[src/rtl/ddr_app_sfifo.sv]
// Synchronous first-word-fall-through FIFO with full/empty flags.
// DEPTH must be a power of two and at least 2.
module ddr_app_sfifo #(
  parameter int WIDTH = 8,
  parameter int DEPTH = 4
) (
  input  logic             clk,
  input  logic             rst_n,
  input  logic             push,
  input  logic [WIDTH-1:0] din,
  input  logic             pop,
  output logic [WIDTH-1:0] dout,
  output logic             full,
  output logic             empty
);

  localparam int PTR_W = $clog2(DEPTH);
  localparam int CNT_W = PTR_W + 1;

  logic [WIDTH-1:0] mem_reg [DEPTH];
  logic [CNT_W-1:0] wr_ptr_reg;
  logic [CNT_W-1:0] rd_ptr_reg;
  logic             do_push;
  logic             do_pop;

  assign do_push = push & ~full;
  assign do_pop  = pop & ~empty;

  // Extra pointer MSB distinguishes full from empty when the indices match.
  assign empty = (wr_ptr_reg == rd_ptr_reg);
  assign full  = (wr_ptr_reg[PTR_W] != rd_ptr_reg[PTR_W]) &&
                 (wr_ptr_reg[PTR_W-1:0] == rd_ptr_reg[PTR_W-1:0]);
  assign dout  = mem_reg[rd_ptr_reg[PTR_W-1:0]];

  always_ff @(posedge clk) begin
    if (!rst_n) begin
      wr_ptr_reg <= '0;
      rd_ptr_reg <= '0;
    end else begin
      if (do_push) wr_ptr_reg <= wr_ptr_reg + CNT_W'(1);
      if (do_pop)  rd_ptr_reg <= rd_ptr_reg + CNT_W'(1);
    end
  end

  always_ff @(posedge clk) begin
    if (do_push) mem_reg[wr_ptr_reg[PTR_W-1:0]] <= din;
  end

endmodule

[config.mk]
export PLATFORM = sky130hd
export DESIGN_NAME = ddr_app_sfifo
export DESIGN_NICKNAME = d
export VERILOG_FILES = /design/src/rtl/ddr_app_sfifo.sv
export SDC_FILE = /design/constraint.sdc
export NUM_CORES = 1
export LEC_CHECK = 0
export ABC_AREA = 1
export ABC_CLOCK_PERIOD_IN_PS = 1750
export BUFFER_PORTS_ARGS = -buffer_cell sky130_fd_sc_hd__buf_2
export CAP_MARGIN = 20
export CORE_MARGIN = 1.5
export CORE_UTILIZATION = 45
export CTS_CLUSTER_SIZE = 30
export DETAILED_ROUTE_END_ITERATION = 8
export PLACE_DENSITY = 0.74
export RECOVER_POWER = 100
export SYNTH_ARGS = -nofsm -noshare
export SYNTH_HDL_FRONTEND = slang
export SYNTH_SLANG_ARGS = --single-unit
export TNS_END_PERCENT = 10
[constraint.sdc]
create_clock -name clk -period 1.75 [get_ports clk]
set_clock_uncertainty 0.2 [all_clocks]
set_input_delay 0.0875 -clock clk [delete_from_list [all_inputs] [get_ports clk]]
set_output_delay 0.0875 -clock clk [all_outputs]
set_load 0.02 [all_outputs]
Word-level counts from Yosys, hierarchy flattened

Memory sizes are Yosys's and may differ from the RTL's. A register that Yosys moved wholly into a read port is not among the register bits.
Index checks and enable logic that the tools add are counted.

Register bits: 6
Bits in latches: 0
RAM bits: 32
ROM bits: 0
Input bits: 12
Output and inout bits: 10
Logic and storage cells: 17
Memories: 1

Memories:

| name    | depth | bits a word | read ports | clocked after Yosys merged registers in | wr ports | line | RTL |
|---|---|---|---|---|---|---|---|
| mem_reg | 4     | 8           | 1          | 1                                       | 1        | 20   | `logic [WIDTH-1:0] mem_reg [DEPTH];` |

Add/sub/neg operators: 2
Multiply operators: 0
Div/mod/pow operators: 0
$lt $le $gt $ge: 0
Eq/ne operators: 3
Shift operators: 0
Muxes and demuxes: 4
Bitwise logic cells: 4
Reduce and logical (&&, ||, !) cells: 1

Operators with widths:

| operator                                     | count |
|---|---|
| adder 3 x 1 -> 3 bit (second input constant) | 2 |
| 2-to-1 mux 2 bit                             | 2 |
| equality test 3 bit                          | 1 |
| AND 1 bit                                    | 2 |
| equality test 2 bit                          | 1 |
| 2-to-1 mux 1 bit                             | 2 |
| inverter 1 bit                               | 2 |
| logical AND 1 bit                            | 1 |
| != test 1 bit                                | 1 |

Longest topological paths before layout

Depth in word-level cells: 6
Depth in mapped cells: 8
Depth with buffers taken out: 8

Worst setup path after synthesis

OpenSTA, ideal clock, no wires.

Path type: reg-to-reg
Start point: reg wr_ptr_reg[1]
End point: mem mem_reg[0][0] (enable)
Setup time: 0.371 ns
Arrival: 1.119 ns
Data required time: 1.179 ns
Path slack: 0.061 ns
Stages on the path, launching flop included: 7
Path buffers: 0
Cells stage by stage: dfxtp_1 inv_2 nand2_1 nand2_4 nand3_2 nand2_4 nor2_1

Word-level cells in the longest chain between the ends: 6

RTL lines:

| what                                   | line | RTL |
|---|---|---|
| start: declaration                     | 21   | `logic [CNT_W-1:0] wr_ptr_reg;` |
| start signal: assignment               | 40   | `if (do_push) wr_ptr_reg <= wr_ptr_reg + CNT_W'(1);` |
| equality test 2 bit                    | 32   | `(wr_ptr_reg[PTR_W-1:0] == rd_ptr_reg[PTR_W-1:0]);` |
| logical AND 1 bit                      | 31   | `assign full = (wr_ptr_reg[PTR_W] != rd_ptr_reg[PTR_W]) &&` |
| inverter 1 bit                         | 26   | `assign do_push = push & ~full;` |
| AND 1 bit                              | 26   |  |
| 2-to-1 mux 1 bit                       | 46   | `if (do_push) mem_reg[wr_ptr_reg[PTR_W-1:0]] <= din;` |
| 2-to-1 mux 1 bit (not written as such) | 46   |  |
| end: declaration                       | 20   |  |

Several ways; a longest one is shown, not always the timed one.

==> out/summary.txt <==
Sequential fraction of the synthesis area: 66.82%
CTS sink count: 40
Synth cell types: 18
Pre-CTS WS: 106.6 ps
DP HPWL: 2.335 mm
Vias per cell: 4.867
Pin count of the biggest net entering global routing: 17
Peak supply drop: 0.0006226 V
Clk pin slew, worst setup/hold paths: 70 ps
Iteration count of the initial detailed-routing pass: 4
Synth area leaders: edfxtp_1, dfxtp_1, nor2_1
Antenna diode count: 0
Relative slew slack: 77.79%
CTS buffer count: 5
Final wirelength: 3.249 mm
Reg-to-reg endpoint: mem_reg[0][3]$_DFFE_PP_
Nets@finish: 208
Count leader, synth: edfxtp_1
Critical-path top delay cell: dfxtp_1
Post-synth ARST share: 0%
Maxcap violations: 0
Worst Hold Depth: 2
Die area: 4104 um^2
Final setup viols: 0
CP Max Fanout: 9
Static leakage: 0.8399 nW
Tmin final: 1681 ps
CTS root buffer: clkbuf_8
RSZ-0062 raised after global routing: yes
TNS Setup: 0 ps
Worst Min Path Start: rd_ptr_reg[2]$_SDFFE_PN0P_
CTS tree: done
Clk_lat worst skew: 280 ps
Initial antenna violation count: 0
Post-Synthesis Cells: 150
Grt met2 use: 30.34%
Port bufs: 21
Core region area: 3633 um^2
Critical path endpoint category: output pin
Remaining global-route overflow: 0
Area leader, netlist: edfxtp_1
Status: completed
GPL Wtd Cong: 0.7681
Yosys reg bits: 40
Final antenna-violating net count: 0
CP Launch Type: flip-flop
GRT met1 Usage: 17.91%
Syn Area/Cell: 11.19 um^2
CTS H-Tree Depth: 2
Share of cells above drive strength 1: 19.79%
Synth top cells by count: edfxtp_1, nor2_1, nand2_1, o21ai_0, inv_1
Horiz. Die Dim: 64.06 um
Synth warn: 0
Slew Limit Fails: 0
Post-synth EDFFs: 32
FP Rows: 22
Primary FF master, synth: edfxtp_1
Met3 GRT Util: 5.810%
Hold Path End: rd_ptr_reg[2]$_SDFFE_PN0P_
Vias in the first global route: 1173
Final setup margin: 69.29 ps
Reg-to-Reg Start: wr_ptr_reg[1]$_SDFFE_PN0P_
First-pass GRT wire length: 5.195 mm
Final period utilization: 96.04%
# DRC: 0
Area delta synth->final: 22.37%
Pwr dens: 1111 nW/um^2
DR iter-0 viols: 39
Global routing's busiest layer: met2
# IOs: 22
Hold/Removal Path Class: flip-flop to flip-flop
Required time worst endpoint: 1460 ps
R2R Setup Slk: 100 ps
Reg2reg path depth: 7
Data arrival, critical path: 1390 ps
Crit-path max cell delay: 490 ps
Netlist Area Pre-Place: 1678 um^2
Synth top area share: 57.27%
Syn Nets: 167
Crit path kind: flip-flop to output pin
Largest register FFs: 32
Achievable clock frequency: 595.0 MHz
Worst slew pin tran: 332.8 ps
Clock Tree Buf Depth: 2
Starting density of the core: 46.18%
# Post-CTS Setup Buffers: 0
Die Y: 64.06 um
Vias: 1168
Routed wire per std cell: 13.54 um
Final Hold Vio Count: 0
Worst-path cell chain: inv_1 > o21ai_1 > o22ai_1 > buf_2
Gr usage total: 17.22%
[power by group]
part           internal (mW)  switching [mW]
logic                  0.145           0.277
clock network          0.422           0.310
registers               1.09          0.0386
[layout by cell type (no fill, tap or decap)]
| cell | Yosys | layout |
|---|---|---|
| nor2_1 | 27 | 28 |
| nand3_1 | 1 | 2 |
| o21ai_1 | 2 | 5 |
| dfxtp_2 | 0 | 1 |
| clkbuf_2 | 0 | 6 |
| clkinv_4 | 0 | 1 |
| nand2_4 | 3 | 2 |
| inv_2 | 4 | 4 |
| nand2_2 | 3 | 3 |
| ha_1 | 5 | 5 |
| dlygate4sd3_1 | 0 | 11 |
| bufinv_16 | 0 | 1 |
| nor2_2 | 4 | 3 |
| nand2_1 | 22 | 23 |
| a21oi_1 | 1 | 1 |
| edfxtp_1 | 32 | 32 |
| o22ai_1 | 8 | 8 |
| clkinv_1 | 0 | 1 |
| inv_1 | 12 | 12 |
| clkbuf_8 | 0 | 5 |
| nand3_2 | 2 | 1 |
| dfxtp_1 | 8 | 7 |
| buf_4 | 1 | 2 |
| clkbuf_1 | 0 | 8 |
| o21ai_0 | 14 | 11 |
| buf_2 | 1 | 9 |
[metal layers]
layer | wire (um) | part of all wire, % | vias to the layer above
li1 | - | - | 587
met1 | 1316 | 41 | 537
met2 | 1699 | 52 | 34
met3 | 130 | 4.0 | 10
met4 | 103 | 3.2 | 0
met5 | 0 | 0 | -
[worst max-delay path by stage]
stage | start | end | slack (ps) | depth (start not counted)
6_report | flip-flop | dout[6] | 70 | 4
5_1_grt | flip-flop | dout[5] | -2 | 4
4_1_cts | flip-flop | dout[6] | 60 | 4
3_5_place_dp | wr_ptr_reg[0]$_SDFFE_PN0P_ | mem_reg[3][0]$_DFFE_PP_ | 110 | 6
3_3_place_gp | wr_ptr_reg[0]$_SDFFE_PN0P_ | mem_reg[3][0]$_DFFE_PP_ | 180 | 6
2_1_floorplan | wr_ptr_reg[1]$_SDFFE_PN0P_ | mem_reg[0][0]$_DFFE_PP_ | 60 | 6
[logic make-up (layout without fill, tap and decap cells)]
group | Yosys count | in the layout | synth area share [%]
AND/OR/NAND/NOR | 62 | 62 | 17.08
adder cells (fa/ha/maj) | 5 | 5 | 3.729
buffers and inverters | 18 | 60 | 4.325
flip-flops | 40 | 40 | 66.82
AO/OA/AOI/OAI | 25 | 25 | 8.054
[per-stage QoR]
step	util [%]	area (um^2)	hold slack, ps	power (mW)	std cells
6_report	56.51	2053	364.7	2.280	240
5_1_grt	56.51	2053	405.0	2.396	240
4_1_cts	57.33	2083	352.5	2.315	240
3_5_place_dp	51.21	1861	118.1	1.563	221
3_3_place_gp	51.21	1861	120.3	1.551	221
2_1_floorplan	-	1678	-13.63	1.418	150
[final cells by class]
cell class / count / area [um^2]
clock buffer: 5 / 68.82
clock inverter: 3 / 42.54
fill: 338 / 1580
inverter: 16 / 60.06
multi-input combinational: 92 / 469.2
sequential: 40 / 1122
tap: 48 / 60.06
timing repair buffer: 36 / 230.2
[repair_timing]
action | CTS | global route
setup endpoints to repair | 4 | 3
pin swaps | 0 | 0
resized for setup | 1 | 3
gates cloned | 0 | 0
hold buffers | 11 | 0
endpoints found under the hold margin | 40 | 0
[critical path, delay by kind of cell (launching register included)]
family          cells  cell delay (ps)
buf+inv             2              360
flops               1              490
compound gates      2              250
Power figures use the tool's default switching activity.
